--- src/rtl/snake_move_scheduler.sv ---
`default_nettype none
// ============================================================================
//  Module      : snake_move_scheduler
//  Description : Control core of the snake game. Decodes PS/2 scan-code bytes
//                into game commands, runs the game state machine, generates
//                the movement tick and queues up to CMD_DEPTH pending turns.
//                One step pulse plus direction is issued per movement tick.
//  Ports       : CLK        - system clock
//                RST_N      - asynchronous active-low reset
//                KeyIn      - scan-code byte, qualified by key_valid
//                key_valid  - one-cycle strobe per received byte
//                collide    - head outside playfield (level)
//                step       - one-cycle pulse: advance one segment in dir
//                dir        - 00 right, 01 left, 10 up, 11 down
//                load_start - one-cycle pulse: load start position
//                blank      - screen blacked out
//                game_state - 0 IDLE, 1 RUN, 2 PAUSE, 3 OVER, 4 BLANK
//                fast       - fast tick period selected
//  Revision    : 1.0 - initial release
// ============================================================================
module snake_move_scheduler #(
    parameter int TICK_SLOW = 10000000,
    parameter int TICK_FAST = 2000000,
    parameter int CNT_W     = 24,
    parameter int CMD_DEPTH = 2
) (
    input  logic       CLK,
    input  logic       RST_N,
    input  logic [7:0] KeyIn,
    input  logic       key_valid,
    input  logic       collide,
    output logic       step,
    output logic [1:0] dir,
    output logic       load_start,
    output logic       blank,
    output logic [2:0] game_state,
    output logic       fast
);

    localparam logic [2:0] c_IDLE  = 3'd0;
    localparam logic [2:0] c_RUN   = 3'd1;
    localparam logic [2:0] c_PAUSE = 3'd2;
    localparam logic [2:0] c_OVER  = 3'd3;
    localparam logic [2:0] c_BLANK = 3'd4;

    localparam int              c_QW      = $clog2(CMD_DEPTH + 1);
    localparam logic [c_QW-1:0] c_QFULL   = c_QW'(CMD_DEPTH);
    localparam logic [CNT_W-1:0] c_SLOW_M1 = CNT_W'(TICK_SLOW - 1);
    localparam logic [CNT_W-1:0] c_FAST_M1 = CNT_W'(TICK_FAST - 1);

    logic [2:0]       r_state;
    logic [CNT_W-1:0] r_cnt;
    logic             r_brk;
    logic             r_step;
    logic [1:0]       r_dir;
    logic             r_load;
    logic             r_blank;
    logic             r_fast;
    logic [1:0]       r_q [CMD_DEPTH];
    logic [c_QW-1:0]  r_qCount;

    logic             w_start, w_pause, w_resume, w_esc, w_fastKey, w_normKey;
    logic             w_dirKey;
    logic [1:0]       w_keyDir;
    logic [1:0]       w_ref;
    logic             w_run, w_tick, w_collideHit, w_stepGo, w_pop, w_push;
    logic [CNT_W-1:0] w_periodM1;
    logic [c_QW-1:0]  w_wrIdx;

    // Byte decode. The byte following F0 (break prefix) is swallowed here
    // because r_brk is still set; F0 and E0 themselves decode to nothing.
    always_comb begin
        w_start   = 1'b0;
        w_pause   = 1'b0;
        w_resume  = 1'b0;
        w_esc     = 1'b0;
        w_fastKey = 1'b0;
        w_normKey = 1'b0;
        w_dirKey  = 1'b0;
        w_keyDir  = 2'b00;
        if (key_valid && !r_brk) begin
            case (KeyIn)
                8'h1B: w_start   = 1'b1;
                8'h4D: w_pause   = 1'b1;
                8'h2D: w_resume  = 1'b1;
                8'h76: w_esc     = 1'b1;
                8'h79: w_fastKey = 1'b1;
                8'h7B: w_normKey = 1'b1;
                8'h74: begin w_dirKey = 1'b1; w_keyDir = 2'b00; end
                8'h6B: begin w_dirKey = 1'b1; w_keyDir = 2'b01; end
                8'h75: begin w_dirKey = 1'b1; w_keyDir = 2'b10; end
                8'h72: begin w_dirKey = 1'b1; w_keyDir = 2'b11; end
                default: ;
            endcase
        end
    end

    // Reference for turn filtering: the last queued turn, or the current
    // direction when nothing is pending.
    always_comb begin
        w_ref = r_dir;
        for (int i = 0; i < CMD_DEPTH; i++) begin
            if (r_qCount == c_QW'(i + 1)) w_ref = r_q[i];
        end
    end

    assign w_run        = (r_state == c_RUN);
    assign w_periodM1   = r_fast ? c_FAST_M1 : c_SLOW_M1;
    // ">=" so a switch to fast with the count already beyond the fast limit
    // fires on the very next cycle instead of wrapping the counter.
    assign w_tick       = w_run && (r_cnt >= w_periodM1);
    assign w_collideHit = w_run && collide;
    // Start, ESC and a collision all override the tick; pause does not.
    assign w_stepGo     = w_tick && !w_start && !w_esc && !w_collideHit;
    assign w_pop        = w_stepGo && (r_qCount != '0);
    // Reverse direction differs only in the LSB (right/left, up/down).
    assign w_push       = w_dirKey && (r_state == c_RUN || r_state == c_PAUSE)
                          && (w_keyDir != w_ref)
                          && (w_keyDir != {w_ref[1], ~w_ref[0]})
                          && ((r_qCount != c_QFULL) || w_pop);
    assign w_wrIdx      = r_qCount - c_QW'(w_pop);

    // Break-prefix flag
    always_ff @(posedge CLK or negedge RST_N) begin
        if (!RST_N) begin
            r_brk <= 1'b0;
        end else if (key_valid) begin
            if (r_brk)               r_brk <= 1'b0;
            else if (KeyIn == 8'hF0) r_brk <= 1'b1;
        end
    end

    // Game state machine, tick counter and registered outputs
    always_ff @(posedge CLK or negedge RST_N) begin
        if (!RST_N) begin
            r_state <= c_IDLE;
            r_cnt   <= '0;
            r_step  <= 1'b0;
            r_dir   <= 2'b00;
            r_load  <= 1'b0;
            r_blank <= 1'b0;
            r_fast  <= 1'b0;
        end else begin
            r_step <= w_stepGo;
            r_load <= w_start;

            if (w_start)                               r_state <= c_RUN;
            else if (w_esc)                            r_state <= c_BLANK;
            else if (w_collideHit)                     r_state <= c_OVER;
            else if (w_pause && r_state == c_RUN)      r_state <= c_PAUSE;
            else if (w_resume && r_state == c_PAUSE)   r_state <= c_RUN;

            if (w_start)                  r_cnt <= '0;
            else if (w_run)               r_cnt <= w_tick ? '0 : r_cnt + 1'b1;
            else if (r_state != c_PAUSE)  r_cnt <= '0;

            if (w_start)    r_dir <= 2'b00;
            else if (w_pop) r_dir <= r_q[0];

            if (w_start)    r_blank <= 1'b0;
            else if (w_esc) r_blank <= 1'b1;

            if (r_state != c_BLANK) begin
                if (w_fastKey)      r_fast <= 1'b1;
                else if (w_normKey) r_fast <= 1'b0;
            end
        end
    end

    // Turn queue: entry 0 is the head. A pop shifts everything down; a
    // simultaneous push lands in the slot just past the surviving entries.
    always_ff @(posedge CLK or negedge RST_N) begin
        if (!RST_N) begin
            r_qCount <= '0;
            for (int i = 0; i < CMD_DEPTH; i++) r_q[i] <= 2'b00;
        end else if (w_start) begin
            r_qCount <= '0;
        end else begin
            if (w_pop) begin
                for (int i = 0; i < CMD_DEPTH - 1; i++) r_q[i] <= r_q[i + 1];
            end
            if (w_push) begin
                for (int i = 0; i < CMD_DEPTH; i++) begin
                    if (w_wrIdx == c_QW'(i)) r_q[i] <= w_keyDir;
                end
            end
            r_qCount <= r_qCount + c_QW'(w_push) - c_QW'(w_pop);
        end
    end

    assign step       = r_step;
    assign dir        = r_dir;
    assign load_start = r_load;
    assign blank      = r_blank;
    assign game_state = r_state;
    assign fast       = r_fast;

endmodule
`default_nettype wire

--- config.mk ---
export PLATFORM = sky130hd
export DESIGN_NAME = snake_move_scheduler
export DESIGN_NICKNAME = d
export VERILOG_FILES = /design/src/rtl/snake_move_scheduler.sv
export SDC_FILE = /design/constraint.sdc
export NUM_CORES = 1
export LEC_CHECK = 0
export CORE_MARGIN = 3
export CORE_UTILIZATION = 47
export CTS_CLUSTER_DIAMETER = 150
export DETAILED_ROUTE_END_ITERATION = 8
export PLACE_DENSITY_LB_ADDON = 0.08
export RECOVER_POWER = 100
export SETUP_SLACK_MARGIN = 0.1
export SYNTH_ARGS = -nofsm -noshare
export SYNTH_HDL_FRONTEND = slang
export SYNTH_SLANG_ARGS = --single-unit
--- constraint.sdc ---
create_clock -name CLK -period 3.4 [get_ports CLK]
set_input_delay 0.68 -clock CLK [delete_from_list [all_inputs] [get_ports CLK]]
set_output_delay 0.68 -clock CLK [all_outputs]
set_load 0.01 [all_outputs]
==> impl_summary.md <==
Status
The run finished, with violations left. The checks that failed: max-capacitance violations, max-slew violations.

Yosys
sky130_fd_sc_hd__o21ai_0 is the most common cell in the netlist. The number of different library cells used by synthesis comes to 55. The synthesized net count is 309. The mean instance size in the synthesized netlist is 8.85 sq um. Synthesis inferred 40 register bits. The cell area after synthesis is 0.00256 sq mm. The number of standard cells after synthesis is 289.

Summed over all instances, the cell type with the most area after synthesis is sky130_fd_sc_hd__dfrtp_1. The sequential-to-total area share from yosys stat is 39.1%. In this run the biggest area consumer among cell types represents 39.1% of the synthesized area.

In this run, synthesis inferred 0 flip-flops with an integrated enable. Yosys attributes the largest share of cell area to sky130_fd_sc_hd__dfrtp_1, sky130_fd_sc_hd__o21ai_0, sky130_fd_sc_hd__ha_1. Counting flops with an async set or reset pin after synthesis yields a share of 100%.

The leading register cell type out of synthesis is sky130_fd_sc_hd__dfrtp_1. After synthesis, the most frequently instantiated cells are sky130_fd_sc_hd__o21ai_0, sky130_fd_sc_hd__dfrtp_1, sky130_fd_sc_hd__nor2_1, sky130_fd_sc_hd__nand2_1, sky130_fd_sc_hd__nand3_1. The synthesis warning total is 0.

Power and ir drop
The worst-case IR drop observed on VDD is 0.236 mV. Overall power consumption after layout is estimated at 1040 uW. In this run the static leakage power is 0.00123 uW. The power density over the cells is 348 mW/mm^2.

Timing
Setup repair after global routing left no endpoint under its margin. The highest clock frequency the design can meet is 318 MHz. The routed design could run at a clock period as short as 3150 ps. The final number of max-transition violations came to 41. The final hold violation count is 0. Across all hold checks on the routed design, the worst slack comes to 492 ps. Setup violations remaining at the end of the flow were counted as 0.

The setup skew after layout is 8.27 ps. The slew at the pin with the worst max-slew slack is 2190 ps. The max-slew headroom at the worst pin is -46.1%.

The post-route fraction of the period consumed by the critical path is 92.6%.

Critical path
The required arrival time at the worst endpoint is 3570 ps. The arrival time at the worst endpoint is 3310 ps. The worst path buffer plus inverter count is 2. The largest fanout on the critical path is 5. Walking the worst path, the cells encountered are dlygate4sd3_1 > or3b_2 > nor4_4 > or3b_4 > a21oi_4 > nor2b_1 > ha_1 > inv_1 > ha_1 > xor2_1 > xnor2_1 > nor2_1. The category of the most critical setup path is input port to flip-flop. The cell repeated most along the worst path is sky130_fd_sc_hd__ha_1. The worst setup path is captured at a flip-flop. On the critical path, the stage with the largest delay is an instance of sky130_fd_sc_hd__dlygate4sd3_1. The kind of cell with the highest combined delay on the critical path is simple AND/OR/NAND/NOR gates.

The critical path's largest stage delay is 590 ps. STA classifies the critical path startpoint as an input port.

Cells and area
The antenna diode count is 0. The share of the core filled with cells is 57.6%. The fraction of final layout cells sized beyond drive strength 1 is 9.35%. The filler cell count in the final layout is 447. The area growth from synthesis to layout is 16.4%.

In the final design database the tool counted 340 nets. The number of standard cells in the layout, taps in and fillers out is 391.

Clocking
The clock-pin slew reported for the worst setup and hold paths after clock tree synthesis is 70 ps. For the worst-skew pair, the clock arrives at the later sink with an insertion delay of 290 ps. The number of buffers on the longest clock path is 2. The clock tree from TritonCTS is built. The cell at the root of the clock tree is sky130_fd_sc_hd__clkbuf_8.

Buffers added to address setup during post-CTS repair amount to 0. The maximum level of the CTS H-tree is 2. The clock net in this run drives a total of 40 sinks. Counting the buffers created by CTS gives 5.

Place
After legalization and detailed placement, the total HPWL measured 4110 microns. Routability-driven placement finished with a final weighted congestion of 0.866. The count of buffers inserted at the top-level ports is 20. After detailed placement, the design holds a cell count of 383.

Floorplan
Row generation in the floorplan step produced 26 rows. The die outline height is 79.8 microns. The effective utilization at floorplan is 49.5%. The count of boundary I/O pins is 21.

The floorplan die area is 0.00637 sq mm. The floorplan step defined a core boundary enclosing 0.00517 sq mm. The die width is 79.8 microns.

Global route
Entering global routing, the biggest net connects 41 pins. The number of global-route vias before repair is 2,013. The global-route congestion overflow total is 0. In the global route stage, overall resource usage came out at 19.5%. The first global-routing pass estimated 9940 microns of wire. The number of antenna violations at the first check in global routing came to 0.

Route
The first-pass detailed-route iteration total is 6. For this block, the routed nets add up to 5740 microns of wire. The routed layout has 2,254 vias. Dividing the detail-routed wire length by the instance count gives 14.7 microns. For this run, design rule violations remaining after detail routing come to 0. Using the TritonRoute via totals, the vias-per-cell ratio works out to 5.76. The starting DRC count in detailed routing is 170. The number of nets still failing antenna checks after routing is 0.

Min path
The path class of the tightest hold or removal check is flip-flop to flip-flop.

Job
The tool flagged a number of max-cap violations equal to 1.
[what timing repair did]
action / CTS / global route
resized for setup: 0 / 3
hold buffers: 0 / 0
endpoints found under the setup margin: 0 / 1
[worst paths after layout]
| check | start | endpoint | slack, ps | cells past startpoint |
|---|---|---|---|---|
| setup / recovery | KeyIn[4] | r_qCount[1] | 250 | 12 |
| hold / removal | blank | blank | 490 | 2 |
| setup reg to reg | fast | r_qCount[1] | 360 | 13 |
| hold reg to reg | blank | blank | 490 | 2 |
| max in group asynchronous | RST_N | fast | 950 | 1 |
| min in group asynchronous | RST_N | load_start | 1030 | 1 |
[cell type report]
| cell class | count | area, sq um | area share [%] |
|---|---|---|---|
| clock buffer | 7 | 86.3 | 2.90 |
| clock inverter | 1 | 7.51 | 0.252 |
| inverter | 7 | 26.3 | 0.882 |
| multi-input combinational | 231 | 1480 | 49.7 |
| sequential | 40 | 1000 | 33.7 |
| tap | 70 | 87.6 | 2.94 |
| timing repair buffer | 35 | 285 | 9.58 |
[power by group]
part / switching [uW] / total, uW / internal (uW)
clock: 165 / 330 / 165
combinational: 116 / 197 / 81.6
sequential: 21.0 / 509 / 488
total: 302 / 1040 / 735
[layout by cell type (no fill, tap or decap), drive strengths merged, types with 5 or more instances in the layout]
cell type and count:
o21ai 42, nand4 8, clkdlybuf4s50 10, nand3 15, nor2 24, a21oi 9, dfrtp 40, nor4 6
mux2i 5, nand2 22, clkbuf 14, ha 8, o31ai 12, buf 9, nor2b 11, nor3 6
inv 7, or3b 5, dlygate4sd3 9
[per-stage QoR]
step	worst slack, ps	setup TNS (ps)	area (sq um)
finish	250	0	2980
global route	86.6	0	2980
CTS	250	0	3000
detailed placement	-0.605	-0.605	2900
global placement	96.3	0	2900
floorplan	368	0	2560
[layer usage]
layer  global-route usage, %  vias to the layer above  part of all wire (%)
met5                       0                        -                     0
li1                        -                     1148                     -
met4                    3.55                        0                  0.73
met2                    27.8                       37                    42
met3                    2.71                        4                   3.5
met1                    31.2                     1065                    54
[cell families (layout without fill, tap and decap cells)]
kind of cell | Yosys count | after routing | share of synthesized area (%)
fa+ha+maj | 8 | 8 | 3.91
flops | 40 | 40 | 39.1
xor+xnor | 4 | 4 | 1.37
simple gates | 126 | 126 | 28.1
compound gates | 88 | 88 | 22.5
mux | 5 | 5 | 1.96
buf+inv | 18 | 50 | 2.98
[worst reg2reg max path, delay by kind of cell, from the launching register on]
kind,cells,cell delay (ps)
AND/OR/NAND/NOR,4,600
XOR/XNOR,2,320
adder cells (fa/ha/maj),3,690
buffers and inverters,2,150
AO/OA/AOI/OAI,2,730
flip-flops,1,430
[flip-flops by register name, summed over array words and instances, names as in the netlist]
name,count
step,1
blank,1
game_state,3
r_brk,1
r_cnt,24
r_qCount,2
r_q,4
dir,2
fast,1
load_start,1
Note: power is estimated with default switching activity, not from simulation.
==> patch, RTL diff (config.mk and constraints unchanged) <==
The parameter `TICK_FAST` goes from 2000000 to 1500000.
--- a/src/rtl/snake_move_scheduler.sv
+++ b/src/rtl/snake_move_scheduler.sv
@@ -21,5 +21,5 @@
 module snake_move_scheduler #(
     parameter int TICK_SLOW = 10000000,
-    parameter int TICK_FAST = 2000000,
+    parameter int TICK_FAST = 1500000,
     parameter int CNT_W     = 24,
     parameter int CMD_DEPTH = 2
Check against the original RTL: same outputs for any inputs over 10 cycles, from zero or initial values and one cycle with RST_N low; that may be too few to reach the edited logic, so the function may still have changed.
==> patch against the original RTL <==
- fmax is 0.73% higher
- area after synthesis rose by 4.0%
- routed wire length is 8.1% higher
- cell area up 4.3%
- non-clock buffer count grew 3
- sequential cell count unchanged
- first-iteration DRC count is 54% lower
- worst setup slack improved by 23 ps
- the run still ends with max-capacitance violations, max-slew violations left
- die area up 3.7%
- worst hold slack improved by 1.9 ps
- critical path depth unchanged
Power is not compared: it rests on default switching activity, and its combinational part moved more than twofold at a synthesized area within 25%.
==> patch: results (changes against the original RTL) <==
outcome - complete, but fails checks
failing checks - max-capacitance violations, max-slew violations
Async SR Flop Fraction - 1.00 (unchanged)
Unique masters post-synth - 55 (unchanged)
number of max-cap violations - 1 (unchanged)
crit-path max FO - 7 (+2)
Final nets - 355 (+4.4%)
Syn. warnings - 0 (unchanged)
# fillers - 496 (+11%)
routed vias - 2408 (+6.8%)
port buffer count - 20 (unchanged)
critical path arrival - 3280 ps (-30 ps)
dpl hpwl - 4350 um (+5.9%)
Clock Tree Buf Depth - 2 (unchanged)
flop-to-flop setup slack - 300 ps (-60 ps)
Post-synth top cells - dfrtp_1 (40), nand2_1 (35), o21ai_1 (22)
largest net degree at the start of global routing - 41 (unchanged)
GPL Wtd Cong - 0.820 (-5.3%)
DRT iter0 DRCs - 79 (-54%)
Worst VDD drop - 0.244 mV
CTS Buf Count - 5 (unchanged)
Tot GR Track Use - 0.203 (+0.00830)
Initial DRT Pass Iterations - 4 (-2)
Worst Hold Class - reg -> reg
top cells by area, synth - dfrtp_1 (38%), ha_1 (6.1%), nand2_1 (4.9%)
Setup Skew - 6.48 ps (-1.80 ps)
syn_nets - 322 (+4.2%)
Routed WL per cell - 15.5 um (+5.4%)
max reg flops - 24 (unchanged)
sequential area share after synthesis - 0.376 (-0.0151)
Max Slew Vio Count - 41 (unchanged)
root buffer cell - clkbuf_8
worst rel slew slack - -0.486 (-0.0246)
Leak - 1.35 nW
register name with the most flops - r_cnt
number of global-route vias before repair - 2293 (+14%)
initial antenna violation count - 0 (unchanged)
clk slew on worst S/H paths - 80 ps
share of cells above drive strength 1 - 0.112 (+0.0183)
ANT cells - 0 (unchanged)
Clock Latency Late Sink - 290 ps (about the same)
H-tree depth - 2 (unchanged)
first-pass GRT wire length - 10600 um (+6.9%)
## patch: cell types whose count changed after synthesis, sizes merged, moves of 4 or more
cell    change
nand2      +13
nand2b      +4
nor2        -4
and3        +7
ha          +5
nand3       -6
nor4        -4
## patch: cell families after synthesis
logic type,synth area share
and+or+nand+nor,0.282
AOI/OAI and AO/OA,0.217
DFF,0.376
buffers and inverters,0.0310
adders and majority gates,0.0611
muxes,0.0226
xor gates and xnor gates,0.00987
## patch: layout make-up
type	count	area share
clock buffer	7	0.0246
sequential	40	0.323
timing repair buffer	38	0.105
clock inverter	1	0.00282
inverter	8	0.00967
tap	70	0.0282
multi-input combinational	237	0.507
## patch: routing by layer
metal | up-vias | track usage | share of wire
li1 | 1179 | - | -
met1 | 1178 | 0.262 | 0.47
met2 | 42 | 0.354 | 0.49
met3 | 9 | 0.0322 | 0.035
met4 | 0 | 0.0507 | 0.010
met5 | - | 0 | 0
## patch: worst paths after layout
path,startpoint,endpoint,cells past startpoint
hold reg to reg,r_cnt[23],r_cnt[23],1
max in group asynchronous,RST_N,fast,1
setup / recovery,KeyIn[2],r_qCount[1],12
hold / removal,r_cnt[23],r_cnt[23],1
min in group asynchronous,RST_N,r_q[0],1
setup reg to reg,fast,r_qCount[1],13
## patch: worst max-delay path, stage by stage
cell,delay [ps]
clkdlybuf4s50_1,520
or3b_4,430
a2111oi_4,440
xnor2_1,150
nor2_2,120
o31ai_1,90
ha_1,280
inv_1,40
ha_1,170
xor2_1,150
xnor2_1,160
nor2_1,60
## patch: timing repair
action	4_1_cts	5_1_grt
buffers inserted	0	4
endpoints found under the hold margin	0	0
endpoints found under the setup margin	0	2
gates resized for setup	0	3
## patch: power breakdown
part | total (mW) | internal [mW] | switching, mW
clock | 0.320 | 0.147 | 0.173
combinational | 0.404 | 0.155 | 0.248
sequential | 0.533 | 0.500 | 0.0332
total | 1.26 | 0.802 | 0.455
## patch: metrics by stage
stage / util / area [um2] / worst slack (ps) / hold slack, ps / std cells
global route: 0.586 / 3110 / 52.1 / 523 / 401
floorplan: - / 2660 / 327 / 384 / 297
global placement: 0.565 / 3000 / 42.9 / 478 / 389
CTS: 0.581 / 3080 / 102 / 498 / 397
detailed placement: 0.565 / 3000 / 0.149 / 479 / 389
finish: 0.586 / 3110 / 273 / 494 / 401
